File: src/rtl/datapath_pkg.sv
// Shared datapath definitions: fetch FSM state encoding and PC constants.
package datapath_pkg;

  typedef enum logic [1:0] {
    StInicio = 2'd0,
    StReq    = 2'd1,
    StListo  = 2'd2,
    StFalla  = 2'd3
  } estado_e;

  localparam int unsigned PC_STEP      = 4;
  localparam logic [31:0] RESET_PC_DEF = 32'h0000_0000;

endpackage

File: src/rtl/pc_registro.sv
// WIDTH-bit register with asynchronous active-low reset to RESET_PC and load enable.
module pc_registro #(
  parameter int unsigned      WIDTH    = 32,
  parameter logic [WIDTH-1:0] RESET_PC = '0
) (
  input  logic             clk,
  input  logic             rst_n,
  input  logic             carga_i,
  input  logic [WIDTH-1:0] d_i,
  output logic [WIDTH-1:0] q_o
);

  logic [WIDTH-1:0] q_q;

  always_ff @(posedge clk or negedge rst_n) begin
    if (!rst_n) begin
      q_q <= RESET_PC;
    end else if (carga_i) begin
      q_q <= d_i;
    end
  end

  assign q_o = q_q;

endmodule

File: src/rtl/pc_fetch_unit.sv
// PC and instruction-fetch stage with valid/ack memory handshake and fetch timeout.
// Optional misaligned-PC trap enabled by defining PC_ALIGN_CHECK_EN.
module pc_fetch_unit
  import datapath_pkg::*;
#(
  parameter int unsigned      WIDTH      = 32,
  parameter logic [WIDTH-1:0] RESET_PC   = WIDTH'(RESET_PC_DEF),
  parameter int unsigned      STEP       = PC_STEP,
  parameter int unsigned      ESPERA_MAX = 15
) (
  input  logic             clk,
  input  logic             rst_n,
  input  logic [WIDTH-1:0] siguiente,
  input  logic             avance,
  input  logic             stall,
  output logic [WIDTH-1:0] pc,
  output logic [WIDTH-1:0] pc_mas4,
  output logic             mem_req,
  output logic [WIDTH-1:0] mem_addr,
  input  logic             mem_ack,
  input  logic [WIDTH-1:0] mem_dato,
  output logic [WIDTH-1:0] instr,
  output logic             instr_valida,
  output logic             error_mem,
  output logic             error_alin
);

  localparam int unsigned    CntW   = $clog2(ESPERA_MAX + 1);
  localparam logic [CntW-1:0] CntUlt = CntW'(ESPERA_MAX - 1);

  estado_e          estado_q;
  logic [CntW-1:0]  cnt_q;
  logic             mem_req_q;
  logic [WIDTH-1:0] instr_q;
  logic             valida_q;
  logic             err_mem_q;
  logic             avanza;
  logic             alin_ok;
  logic             pc_carga;

  assign avanza = (estado_q == StListo) && avance && !stall;

`ifdef PC_ALIGN_CHECK_EN
  logic err_alin_q;
  assign alin_ok    = (siguiente[1:0] == 2'b00);
  assign error_alin = err_alin_q;
`else
  assign alin_ok    = 1'b1;
  assign error_alin = 1'b0;
`endif

  assign pc_carga = avanza && alin_ok;

  pc_registro #(
    .WIDTH    (WIDTH),
    .RESET_PC (RESET_PC)
  ) u_pc_registro (
    .clk     (clk),
    .rst_n   (rst_n),
    .carga_i (pc_carga),
    .d_i     (siguiente),
    .q_o     (pc)
  );

  always_ff @(posedge clk or negedge rst_n) begin
    if (!rst_n) begin
      estado_q  <= StInicio;
      cnt_q     <= '0;
      mem_req_q <= 1'b0;
      instr_q   <= '0;
      valida_q  <= 1'b0;
      err_mem_q <= 1'b0;
`ifdef PC_ALIGN_CHECK_EN
      err_alin_q <= 1'b0;
`endif
    end else begin
      unique case (estado_q)
        StInicio: begin
          estado_q  <= StReq;
          mem_req_q <= 1'b1;
          cnt_q     <= '0;
        end
        StReq: begin
          // Ack wins over timeout when both land on the last waiting cycle.
          if (mem_ack) begin
            instr_q   <= mem_dato;
            valida_q  <= 1'b1;
            mem_req_q <= 1'b0;
            cnt_q     <= '0;
            estado_q  <= StListo;
          end else if (cnt_q == CntUlt) begin
            mem_req_q <= 1'b0;
            err_mem_q <= 1'b1;
            estado_q  <= StFalla;
          end else begin
            cnt_q <= cnt_q + CntW'(1);
          end
        end
        StListo: begin
          if (avanza) begin
            valida_q <= 1'b0;
            if (alin_ok) begin
              mem_req_q <= 1'b1;
              estado_q  <= StReq;
            end else begin
`ifdef PC_ALIGN_CHECK_EN
              err_alin_q <= 1'b1;
`endif
              estado_q <= StFalla;
            end
          end
        end
        StFalla: begin
          mem_req_q <= 1'b0;
          valida_q  <= 1'b0;
        end
      endcase
    end
  end

  assign pc_mas4      = pc + WIDTH'(STEP);
  assign mem_addr     = pc;
  assign mem_req      = mem_req_q;
  assign instr        = instr_q;
  assign instr_valida = valida_q;
  assign error_mem    = err_mem_q;

endmodule

File: config.mk
export PLATFORM = sky130hd
export DESIGN_NAME = pc_fetch_unit
export DESIGN_NICKNAME = d
export VERILOG_FILES = /design/src/rtl/datapath_pkg.sv /design/src/rtl/pc_registro.sv /design/src/rtl/pc_fetch_unit.sv
export SDC_FILE = /design/constraint.sdc
export NUM_CORES = 1
export LEC_CHECK = 0
export ABC_AREA = 1
export BUFFER_PORTS_ARGS = -buffer_cell sky130_fd_sc_hd__buf_4
export CAP_MARGIN = 10
export CORE_ASPECT_RATIO = 0.7
export CORE_MARGIN = 5
export CORE_UTILIZATION = 42
export CTS_CLUSTER_DIAMETER = 80
export DETAILED_ROUTE_END_ITERATION = 10
export GPL_TIMING_DRIVEN = 0
export PLACE_DENSITY = 0.77
export SLEW_MARGIN = 25
export SYNTH_ARGS = -nofsm -noshare
export SYNTH_HDL_FRONTEND = slang
export SYNTH_SLANG_ARGS = --single-unit
File: constraint.sdc
create_clock -name clk -period 1.31 [get_ports clk]
set_input_delay 0.0655 -clock clk [delete_from_list [all_inputs] [get_ports clk]]
set_output_delay 0.0655 -clock clk [all_outputs]
set_load 0.05 [all_outputs]
==> impl_metrics.env, run 1 <==
export IMPL_routabilityCongestion=0.9090
export IMPL_place_hpwl_um=10530
export IMPL_io_buffer_count=199
export IMPL_outcome="aborted with a tool error"
export IMPL_fp_dieW_um=127.1
export IMPL_row_count=29
export IMPL_cts_buffer_depth=2
export IMPL_gr_total_overflow=533
export IMPL_grt_total_usage=0.8758
export IMPL_yosys_area_top_type_share=0.4534
export IMPL_synth_edf_count=0
export IMPL_synthCells=533
export IMPL_ios=201
export IMPL_ys_ff_latch=73
export IMPL_synth_most_common_cell="nand2_1"
export IMPL_synthesis_nets=605
export IMPL_syn_avg_cell_area_um2=7.559
export IMPL_synth_ff_type="dfrtp_1"
export IMPL_cts_root_buf="clkbuf_16"
export IMPL_synth_warnings=0
export IMPL_dieHeight_um=91.95
export IMPL_synth_area_um2=4029
export IMPL_error_line="[ERROR GRT-0232] Routing congestion too high. Check the congestion heatmap in the GUI."
export IMPL_htree_levels=3
export IMPL_grt_antenna_before_repair=5
export IMPL_crit_endpoint="pc_mas4[19]"
export IMPL_stop_stage="global routing"
export IMPL_start_util=0.4371
export IMPL_synthTopCellsByArea="dfrtp_1 45%, nand2_1 20%, buf_4 7.1%"
export IMPL_cts_sinks=73
export IMPL_synth_async_reset_ratio=1.000
export IMPL_dp_slack_ps=-585.8
export IMPL_cts_made_buffers=9
export IMPL_synth_cell_types=28
export IMPL_placed_area_um2=6157
export IMPL_worstEndpointType="output port"
export IMPL_yosys_top_cells_count="217 x nand2_1, 73 x dfrtp_1, 55 x nor2_1"
export IMPL_synth_top_cell_by_area="dfrtp_1"
export IMPL_grt_max_degree=74
export IMPL_ys_seq_area_frac=0.4534
[per-layer routing]
metal  GRT usage  overflow
met1      0.8137         3
met3      0.7125         1
met4       1.004       188
met2       1.080       341
met5      0.2143         0
[logic make-up after synthesis]
logic type | synth area share
simple gates | 0.3059
flops | 0.4534
fa+ha+maj | 0.009318
buf+inv | 0.1407
xor+xnor | 0.03261
compound gates | 0.05715
other cells | 0.0009308
[through the flow]
| step | cells | hold slack [ps] | util | TNS (ps) |
|---|---|---|---|---|
| 2_1_floorplan | 533 | -230.1 | - | -11060 |
| 3_3_place_gp | 856 | 253.2 | 0.6681 | -8660 |
| 3_5_place_dp | 856 | 264.6 | 0.6681 | -10480 |
| 4_1_cts | 980 | 9.316 | 0.8678 | -15020 |
[timing repair]
action                                 in CTS
pin swaps                                  43
endpoints found under the hold margin     136
buffers inserted                           44
setup endpoints to repair                  63
hold buffers                               64
gates resized for setup                   150
==> run 2, diff against run 1 <==
Settings changed: CORE_ASPECT_RATIO 0.7 to unset, CORE_UTILIZATION 42 to 36, CTS_CLUSTER_DIAMETER 80 to unset, PLACE_DENSITY 0.77 to unset, PLACE_DENSITY_LB_ADDON set to 0.15.
Clock period 1.31 ns to 1.7 ns, I/O delays scaled along.
==> impl_metrics.env, run 2 <==
export IMPL_timing_setup_tns_ps=-3983
export IMPL_cp_max_fo=5
export IMPL_synthCells=533
export IMPL_hold_start="mem_ack"
export IMPL_routed_wl_um=14780
export IMPL_area_growth_pct=93.23
export IMPL_drtIter0Drc=162
export IMPL_cts_sinks=73
export IMPL_critPathBufInv=3
export IMPL_grt_antenna_before_repair=1
export IMPL_grt_pass1_wl_um=23110
export IMPL_finalCritPeriodShare=1.162
export IMPL_cpMaxStageDelayCell="dfrtp_2"
export IMPL_rr_worst_depth=6
export IMPL_routedWlPerCell_um=14.67
export IMPL_drive_gt1_frac=0.5098
export IMPL_grt_max_degree=74
export IMPL_ys_seq_area_frac=0.4534
export IMPL_min_to="error_mem"
export IMPL_r2r_start="cnt_q[0]"
export IMPL_outcome="complete, but fails checks"
export IMPL_dieHeight_um=115.8
export IMPL_required_ps=1620
export IMPL_synth_most_common_cell="nand2_1"
export IMPL_worst_slew_pin_slew_ps=681.5
export IMPL_finalSetupViolations=24
export IMPL_layout_commonest_cell="buf_4"
export IMPL_worst_hold_path_num_cells=4
export IMPL_via_per_inst=4.512
export IMPL_finalCriticalPeriod_ps=1975
export IMPL_startpoint_type="flop"
export IMPL_fmax_mhz=506.4
export IMPL_drc=0
export IMPL_grt_pass1_vias=4826
export IMPL_syn_avg_cell_area_um2=7.559
export IMPL_fp_dieArea_um2=13410
export IMPL_crit_chain="buf_6, clkinvlp_4, nor2_4, nand2_4, nor2_4, nand2_1, nand2_1, nand2_4, buf_8"
export IMPL_synth_warnings=0
export IMPL_fp_dieW_um=115.8
export IMPL_mostFrequentLayoutCells="259 x buf_4, 179 x nand2_1, 65 x dlygate4sd3_1, 47 x dfrtp_1, 43 x inv_1"
export IMPL_synthTopCellsByArea="dfrtp_1 45%, nand2_1 20%, buf_4 7.1%"
export IMPL_yosys_area_top_type_share=0.4534
export IMPL_critPathCaptureType="output pin"
export IMPL_fp_coreArea_um2=10890
export IMPL_drv_cap=0
export IMPL_htree_levels=3
export IMPL_ys_ff_latch=73
export IMPL_cts_tree="done"
export IMPL_clk_latency_ps=340
export IMPL_cts_buffer_depth=2
export IMPL_hold_viol=0
export IMPL_skew_ps=10.01
export IMPL_r2r_slack_ps=280
export IMPL_timing_rr_end="cnt_q[2]"
export IMPL_synth_cell_types=28
export IMPL_synth_ff_type="dfrtp_1"
export IMPL_clkTransAtPathRegs_ps=90
export IMPL_row_count=38
export IMPL_grt_total_usage=0.2181
export IMPL_cts_root_buf="clkbuf_8"
export IMPL_vias=4548
export IMPL_synth_edf_count=0
export IMPL_ant_nets=0
export IMPL_ios=201
export IMPL_critical_path_class="flop to output pin"
export IMPL_start_util=0.3700
export IMPL_firstDrtPassIters=4
export IMPL_cts_made_buffers=9
export IMPL_violations="negative setup slack"
export IMPL_arrival_ps=1890
export IMPL_yosys_top_cells_count="217 x nand2_1, 73 x dfrtp_1, 55 x nor2_1"
export IMPL_layout_nets=934
export IMPL_io_buffer_count=199
export IMPL_synth_area_um2=4029
export IMPL_gr_total_overflow=0
export IMPL_cp_top_family="simple AND/OR/NAND/NOR gates"
export IMPL_fin_ws_ps=-274.6
export IMPL_slowest_delay_ps=410
export IMPL_relSlewSlack=0.5457
export IMPL_synth_async_reset_ratio=1.000
export IMPL_routabilityCongestion=0.8870
export IMPL_finalMaxSlewViolations=0
export IMPL_grt_setup_unrepaired="true"
export IMPL_hold_path_class="input pin to flop"
export IMPL_synth_top_cell_by_area="dfrtp_1"
export IMPL_place_hpwl_um=9882
export IMPL_synthesis_nets=605
run 2: cell counts after synthesis:
Identical to the previous run, type by type.
run 2: worst max-delay path by stage:
stage	start	end	slack [ps]	cells after the start
finish	u_pc_registro.q_o[2]	pc_mas4[21]	-270	9
global route	u_pc_registro.q_o[2]	pc_mas4[21]	-380	9
CTS	u_pc_registro.q_o[2]	pc_mas4[27]	-250	9
detailed placement	u_pc_registro.q_o[2]	pc_mas4[16]	-200	6
global placement	u_pc_registro.q_o[2]	pc_mas4[16]	-200	6
floorplan	u_pc_registro.q_o[2]	pc_mas4[13]	-210	5
run 2: cell type report:
| type | count | area, um^2 |
|---|---|---|
| clock inverters | 6 | 115.1 |
| multi-input cells | 364 | 2210 |
| clock buffers | 10 | 127.6 |
| plain buffers | 48 | 386.6 |
| fillers | 825 | 3103 |
| repair buffers | 318 | 2725 |
| inverters | 48 | 183.9 |
| diodes | 1 | 2.502 |
| flip-flops and latches | 73 | 1859 |
| well taps | 140 | 175.2 |
run 2: worst min-delay path, stage by stage:
cell and delay [ps]:
buf_4 90, nor2_1 60, inv_1 70, o21bai_1 60
run 2: logic make-up after synthesis:
| logic type | share of synthesized area |
|---|---|
| AOI/OAI and AO/OA | 0.05715 |
| xor gates and xnor gates | 0.03261 |
| adders and majority gates | 0.009318 |
| buffers and inverters | 0.1407 |
| DFF | 0.4534 |
| other | 0.0009308 |
| and+or+nand+nor | 0.3059 |
run 2: what timing repair did:
action | 4_1_cts | 5_1_grt
setup endpoints to repair | 25 | 26
resized for setup | 86 | 35
pin swaps | 27 | 26
hold buffers | 65 | 0
setup buffers | 44 | 10
hold endpoints to repair | 137 | 0
run 2: metal layers:
layer  vias up  GRT usage  part of all wire
met1      2128     0.2431              0.38
li1       2244          -                 -
met5         -          0                 0
met3        25    0.04543             0.064
met4         0    0.08121             0.021
met2       151     0.4066              0.54
run 2: through the flow:
step	setup WS [ps]	cells	area, um^2	hold WS, ps	utilization
5_1_grt	-375.3	1008	7785	99.16	0.7150
2_1_floorplan	-212.2	533	4404	-210.6	-
3_5_place_dp	-199.4	872	6073	291.2	0.5578
3_3_place_gp	-204.2	872	6073	285.6	0.5578
4_1_cts	-252.7	997	7580	44.59	0.6962
6_report	-274.6	1008	7785	70.70	0.7150
Power of run 2 is not shown: default switching activity piles up to over one toggle a cycle in this logic, so the estimate is an artifact.
